## src/rtl/exhaustive_vector_sequencer.sv

```systemverilog
// Sweeps all 16 input vectors onto a 4-input block, samples its f/f2 responses
// at the end of each hold and scores them against expected truth tables.
module exhaustive_vector_sequencer #(
  parameter int unsigned HOLD_CYCLES = 20,
  parameter logic [15:0] EXP_F       = 16'h0000,
  parameter logic [15:0] EXP_F2      = 16'h0000
) (
  input  logic       clk,
  input  logic       rst,
  input  logic       start,
  output logic       a,
  output logic       b,
  output logic       c,
  output logic       d,
  input  logic       f,
  input  logic       f2,
  output logic       busy,
  output logic       done,
  output logic [4:0] err_count,
  output logic [3:0] first_err_idx,
  output logic       first_err_valid,
  output logic       pass
);

  localparam logic [7:0] HOLD_LAST = 8'(HOLD_CYCLES - 1);

  typedef enum logic [1:0] {
    S_IDLE,
    S_DRIVE,
    S_DONE
  } state_t;

  state_t      r_state, w_state_nxt;
  logic [3:0]  r_vec, w_vec_nxt;
  logic [7:0]  r_hold, w_hold_nxt;
  logic [4:0]  r_err, w_err_nxt;
  logic [3:0]  r_fidx, w_fidx_nxt;
  logic        r_fval, w_fval_nxt;
  logic        r_busy, r_done, r_pass;
  logic        w_busy_nxt, w_done_nxt, w_pass_nxt;
  logic        w_sample, w_mis;

  assign w_sample = (r_hold == HOLD_LAST);
  assign w_mis    = (f != EXP_F[r_vec]) | (f2 != EXP_F2[r_vec]);

  always_comb begin
    w_state_nxt = r_state;
    w_vec_nxt   = r_vec;
    w_hold_nxt  = r_hold;
    w_err_nxt   = r_err;
    w_fidx_nxt  = r_fidx;
    w_fval_nxt  = r_fval;
    unique case (r_state)
      S_IDLE, S_DONE: begin
        if (start) begin
          w_state_nxt = S_DRIVE;
          w_vec_nxt   = '0;
          w_hold_nxt  = '0;
          w_err_nxt   = '0;
          w_fidx_nxt  = '0;
          w_fval_nxt  = 1'b0;
        end
      end
      S_DRIVE: begin
        w_hold_nxt = r_hold + 8'd1;
        if (w_sample) begin
          if (w_mis) begin
            w_err_nxt = r_err + 5'd1;
            if (!r_fval) begin
              w_fidx_nxt = r_vec;
              w_fval_nxt = 1'b1;
            end
          end
          w_hold_nxt = '0;
          if (r_vec == 4'd15) begin
            w_state_nxt = S_DONE;
            w_vec_nxt   = '0;
          end else begin
            w_vec_nxt = r_vec + 4'd1;
          end
        end
      end
      default: w_state_nxt = S_IDLE;
    endcase
    // Status flags are registered from the next state so every output is a flop.
    w_busy_nxt = (w_state_nxt == S_DRIVE);
    w_done_nxt = (w_state_nxt == S_DONE);
    w_pass_nxt = w_done_nxt && (w_err_nxt == 5'd0);
  end

  always_ff @(posedge clk) begin
    if (rst) begin
      r_state <= S_IDLE;
      r_vec   <= '0;
      r_hold  <= '0;
      r_err   <= '0;
      r_fidx  <= '0;
      r_fval  <= 1'b0;
      r_busy  <= 1'b0;
      r_done  <= 1'b0;
      r_pass  <= 1'b0;
    end else begin
      r_state <= w_state_nxt;
      r_vec   <= w_vec_nxt;
      r_hold  <= w_hold_nxt;
      r_err   <= w_err_nxt;
      r_fidx  <= w_fidx_nxt;
      r_fval  <= w_fval_nxt;
      r_busy  <= w_busy_nxt;
      r_done  <= w_done_nxt;
      r_pass  <= w_pass_nxt;
    end
  end

  // r_vec is forced to 0 outside DRIVE, so it drives a..d directly.
  assign {a, b, c, d}     = r_vec;
  assign busy             = r_busy;
  assign done             = r_done;
  assign err_count        = r_err;
  assign first_err_idx    = r_fidx;
  assign first_err_valid  = r_fval;
  assign pass             = r_pass;

endmodule

```

## config.mk

```make
export PLATFORM = sky130hd
export DESIGN_NAME = exhaustive_vector_sequencer
export DESIGN_NICKNAME = d
export VERILOG_FILES = /design/src/rtl/exhaustive_vector_sequencer.sv
export SDC_FILE = /design/constraint.sdc
export NUM_CORES = 1
export LEC_CHECK = 0
export BUFFER_PORTS_ARGS = -buffer_cell sky130_fd_sc_hd__clkbuf_2
export CAP_MARGIN = 15
export CORE_AREA = 2 2 55 57
export DETAILED_ROUTE_END_ITERATION = 10
export DIE_AREA = 0 0 57 59
export MAX_ROUTING_LAYER = met4
export PLACE_DENSITY = 0.77
export REMOVE_ABC_BUFFERS = 1
export SLEW_MARGIN = 0
export SYNTH_ARGS = -nofsm -noshare
export SYNTH_HDL_FRONTEND = slang
export SYNTH_SLANG_ARGS = --single-unit
```

## constraint.sdc

```tcl
create_clock -name clk -period 2.2 [get_ports clk]
set_clock_uncertainty 0.2 [all_clocks]
set_input_delay 0.11 -clock clk [delete_from_list [all_inputs] [get_ports clk]]
set_output_delay 0.11 -clock clk [all_outputs]
set_load 0.01 [all_outputs]
```

==> results of run 1 <==
## layout make-up
cell class	count	area share, %
Multi-Input combinational cell	116	45.97
Clock buffer	4	1.628
Sequential cell	27	33.64
Timing Repair Buffer	41	16.12
Inverter	1	0.2326
Tap cell	31	2.403
## timing repair
action                                  4_1_cts  5_1_grt
setup buffers                                 3        1
gates cloned                                  1        0
pin swaps                                     1        5
endpoints found under the setup margin        1        6
hold buffers                                  2        0
resized for setup                             2        6
endpoints found under the hold margin         2        0
## report_power, final
group	total, W	switching, W	internal (W)
sequential	0.000501	0.00000476	0.000496
combinational	0.0000776	0.0000470	0.0000305
clock	0.000214	0.000144	0.0000709
## worst reg2reg max path, cell delays in order (launching register included)
cell	delay (ns)
dfxtp_1	0.34
or3_4	0.42
or4_4	0.54
nor4b_2	0.27
a21oi_1	0.09
nor4_2	0.25
## stage by stage
step | setup TNS, ns | cells | setup WS (ns)
floorplan | -0.003244 | 143 | -0.003244
global placement | 0 | 209 | 0.09814
detailed placement | -0.04795 | 209 | -0.04795
CTS | 0 | 219 | 0.0006821
global route | -0.2161 | 220 | -0.06324
finish | 0 | 220 | 0.009407
## Yosys cell counts (all sizes together), types with 2 or more instances
cell    instances  share of area (%)
a21oi          10                3.9
a31oi           5                2.4
and3            2                1.1
clkbuf          5                1.5
dfxtp          27                 42
ha              3                2.9
nand2          12                3.5
nand2b          5                2.4
nand3          11                4.3
nand4           4                2.0
nor2           18                5.3
nor2b           4                2.0
nor3            7                2.7
nor4            3                2.0
o211ai          3                2.2
o21ai           3                1.2
o31ai           4                2.7
or3             4                2.4
or4             2                1.5
or4b            2                1.6
xor2            6                4.1
## routing by layer
layer  share of wire (%)  vias to the layer above  track usage, %
met1                  43                      608           23.10
li1                    -                      627               -
met5                   0                        -               -
met4                0.64                        0           6.645
met3                 4.1                        2           3.057
met2                  52                       35           35.63
## sequential cells by signal, summed over array words and instances, names as in the netlist
register,flops
busy,1
done,1
err_count,5
first_err_idx,4
first_err_valid,1
pass,1
r_hold,8
r_state,2
r_vec,4
## cells by family (layout without fill, tap and decap cells)
family / after synthesis / in the layout
AND/OR/NAND/NOR: 79 / 80
flip-flops: 27 / 27
AO/OA/AOI/OAI: 26 / 26
XOR/XNOR: 7 / 7
buffers and inverters: 7 / 46
adder cells (fa/ha/maj): 3 / 3
## layout by cell type (no fill, tap or decap), types with 2 or more instances in the layout
cell / instances
a31oi_1: 5
nand3_1: 11
dlygate4sd3_1: 2
clkbuf_4: 3
dfxtp_2: 2
o31ai_2: 2
or4_4: 2
clkbuf_2: 21
o21ai_0: 3
xor2_1: 6
nor2_1: 18
nor3_2: 2
dfxtp_1: 25
ha_1: 3
nand4_1: 4
nor3_1: 5
nor4_1: 2
or4b_2: 2
buf_4: 18
a21oi_1: 10
nand2_1: 12
o211ai_1: 2
or3_1: 3
nand2b_1: 5
o31ai_1: 2
nor2b_1: 4
## worst paths after layout
path / start / to / slack, ns
worst max-delay path: r_hold[2] / pass / 0.009
worst min-delay path: f / first_err_valid / 0.07
worst max register to register: r_hold[2] / pass / 0.009
worst min register to register: first_err_idx[3] / first_err_idx[3] / 0.29
==> results.cfg, run 1 <==
[layout]
regArea_um2 = 543.0
drive_gt1_share_pct = 30.69
final_area_um2 = 1614
multi_input_area_um2 = 742.0
fin_util_pct = 59.56
diodes = 0
nFillCells = 242
area_growth_pct = 26.35
fin_nets = 198

[synth]
synthMuxAreaShare_pct = 0
yosys_warnings = 0
synth_fa_ha_area_share_pct = 2.938
synth_edf_count = 0
syn_area_per_cell_um2 = 8.574
synthXorXnorAreaFrac_pct = 4.799
synthSimpleGateAreaFrac_pct = 34.18
async_flop_share_pct = 0
syn-instance-count = 149
ys_seq_area_share_pct = 42.31
ys_ff_latch = 27
synth_cell_types = 36
synth_top_family_by_area = simple AND/OR/NAND/NOR gates
syn_area_um2 = 1277
ys.flop_type = dfxtp_1
synth-compound-area-share_pct = 13.12

[clocking]
cts.sinks = 27
htree_levels = 1
cts_buffers = 3
cts_tree = built
insertion_delay_ns = 0.32
clock_path_buffers = 2
cts-root-buf = clkbuf_4
clk_pin_slew_ns = 0.14

[setup_path]
crit_slowest_cell = or4_4
crit_chain = or3_4 > or4_4 > nor4b_2 > a21oi_1 > nor4_2
start_kind = flip-flop
slowest_delay_ns = 0.54
cp.arrival_ns = 2.23
worst-path-stages = 5
r2r_cells = 5
path_delay_family = simple AND/OR/NAND/NOR gates
cp-end-kind = flip-flop
cp_max_fo = 5
crit_type = reg -> reg
crit_buf_inv = 0
crit_required_ns = 2.24

[grt]
antenna_found_initial = 0
grt_pass1_wl_um = 5154
grt_pass1_vias = 1192
grt_overflow = 0
grt_usage_pct = 20.01
grt_max_degree = 22

[power]
peakVddDrop_mv = 0.4106
power_w = 0.0007932
powerDensity_nw_per_um2 = 491.4
power_leakage_nw = 0.6234

[route]
drtAntennaViolNets = 0
vias_per_cell = 5.782
drcViolationCount = 0
drt_iter0_markers = 93
drt-total-wl_um = 3149
dr_total_vias = 1272
first_pass_iters = 4
routedWlPerCell_um = 14.31

[sta]
worst_pin_slew_ns = 0.3828
max_freq_mhz = 456.5
maxSlewHeadroom_pct = 74.39
setup_violations = 0
worst_hold_slack_ns = 0.07232
grt_setup_unrepaired = true
hold_viol = 0
drv_slew = 0
fin_crit_ns = 2.191
fin_crit_sh_pct = 99.57

[place]
gp_routability_congestion = 0.8499
portBuffers = 21
dp_hpwl_um = 2249
place_area_um2 = 1496

[floorplanning]
die_area_um2 = 3363
start_util_pct = 47.14
core_area_um2 = 2710
ios = 22
die_h_um = 59
row_count = 19
die_x_um = 57

[job]
drv_cap = 0

[worst_hold_path]
min_path_cells = 5
min_path_type = in -> reg

[run_status]
run_status = completed
No activity file was read; power rests on OpenSTA's default activity.
==> run 2: changes to the inputs <==
Settings changed: CELL_PAD_IN_SITES_DETAIL_PLACEMENT from default to 0, CELL_PAD_IN_SITES_GLOBAL_PLACEMENT from default to 1, CORE_AREA 2 2 55 57 to 2 2 63 65, DIE_AREA 0 0 57 59 to 0 0 65 67.
==> results.cfg, run 2 (synthesis gave the netlist of run 1 again) <==
[route]
vias_per_cell = 5.151
drt_iter0_markers = 44
routedWlPerCell_um = 13.00
drt-total-wl_um = 3015
first_pass_iters = 4
drtAntennaViolNets = 0
drcViolationCount = 0
dr_total_vias = 1195

[grt]
grt.met2_usage_pct = 27.45
antenna_found_initial = 0
grt_usage_pct = 15.43
top_usage_layer = met2
grt_pass1_vias = 1143
grtUsageMet3_pct = 2.027
grt_max_degree = 22
met1_usage_pct = 16.87
grt_overflow = 0
grt_pass1_wl_um = 5050

[sta]
fin_tns_setup_ns = 0
maxSlewHeadroom_pct = 77.30
fin_crit_sh_pct = 96.98
fin_crit_ns = 2.133
worst_pin_slew_ns = 0.3378
setup_violations = 0
hold_viol = 0
grt_setup_unrepaired = true
drv_slew = 0
max_freq_mhz = 468.7

[layout]
diodes = 0
layout_common_cells = dfxtp_1, clkbuf_2, nor2_1
drive_gt1_share_pct = 28.26
largest_reg_flops = 8
fin_nets = 193
final_common_cell = dfxtp_1
fin_util_pct = 44.31
top_register = r_hold
area_growth_pct = 25.07
final_area_um2 = 1598
nFillCells = 359

[place]
dp_hpwl_um = 2220
portBuffers = 21
gp_routability_congestion = 0.8376
place_area_um2 = 1518

[floorplanning]
row_count = 22
start_util_pct = 35.43
die_h_um = 67
die_area_um2 = 4355
core_area_um2 = 3606
ios = 22
die_x_um = 65

[clocking]
cts-root-buf = clkbuf_8
cts_buffers = 3
cts.sinks = 27
insertion_delay_ns = 0.28
clk_pin_slew_ns = 0.10
cts_tree = built
htree_levels = 1
clock_path_buffers = 2
postCtsSetupBuffers = 0

[setup_path]
crit_required_ns = 2.20
start_kind = flip-flop
cp.arrival_ns = 2.13
crit_type = reg -> reg
cp-end-kind = flip-flop
cp_max_fo = 9

[power]
power_w = 0.0008637
powerDensity_nw_per_um2 = 540.6
peakVddDrop_mv = 0.1889
power_leakage_nw = 0.6086

[run_status]
run_status = completed

[job]
drv_cap = 0

[worst_hold_path]
min_path_type = in -> reg
==> run 2: cell types whose count changed in the layout (fill, tap and decap cells not counted), sizes merged <==
cell | previous run | this run
buf | 18 | 14
clkbuf | 25 | 24
clkinv | 0 | 1
or4 | 3 | 2
==> run 2: layout make-up <==
| cell class | count | area [um^2] | area share, % |
|---|---|---|---|
| multi-input cells | 115 | 714.4 | 44.71 |
| flip-flops and latches | 27 | 543.0 | 33.99 |
| repair buffers | 37 | 230.2 | 14.41 |
| well taps | 48 | 60.06 | 3.759 |
| clock buffers | 3 | 41.29 | 2.584 |
| clock inverters | 1 | 5.005 | 0.3132 |
| inverters | 1 | 3.754 | 0.2349 |
==> run 2: per-stage QoR <==
stage | setup WS [ns] | hold WS [ns] | cells
after floorplan | -0.003244 | -0.02093 | 143
after global placement | 0.09468 | 0.2335 | 226
after detailed placement | 0.03308 | 0.2453 | 226
after CTS | 0.01577 | 0.06886 | 232
after global routing | -0.07459 | 0.1202 | 232
final | 0.06653 | 0.07795 | 232
==> run 2: repair_timing <==
| item | in CTS | in global routing |
|---|---|---|
| hold buffers | 2 | 0 |
| endpoints found under the setup margin | 0 | 3 |
| endpoints found under the hold margin | 4 | 0 |
| resized for setup | 0 | 5 |
==> run 2: worst max-delay path, stage by stage (launching register included) <==
cell and delay [ns]:
dfxtp_1 0.33, or3_4 0.41, or4_4 0.56, o211ai_1 0.25
nand2_1 0.09, nor4_2 0.22
==> run 2: worst paths after layout <==
path | slack [ns] | from | cells after the start | endpoint
worst max-delay path | 0.07 | r_hold[2] | 5 | pass
worst min-delay path | 0.08 | f2 | 5 | first_err_valid
worst max register to register | 0.07 | r_hold[2] | 5 | pass
worst min register to register | 0.29 | first_err_idx[3] | 2 | first_err_idx[3]
==> run 2: power breakdown <==
group          switching [W]  leakage, nW  internal, W
combinational      0.0000456        0.364    0.0000311
sequential        0.00000512        0.219     0.000496
clock               0.000159       0.0255     0.000127
==> run 2: metal layers <==
layer | routed length (um) | vias to the layer above | share of wire (%)
met4 | 58 | 0 | 1.9
met2 | 1488 | 19 | 49
met1 | 1381 | 557 | 46
met3 | 86 | 5 | 2.9
li1 | - | 614 | -
met5 | 0 | - | 0
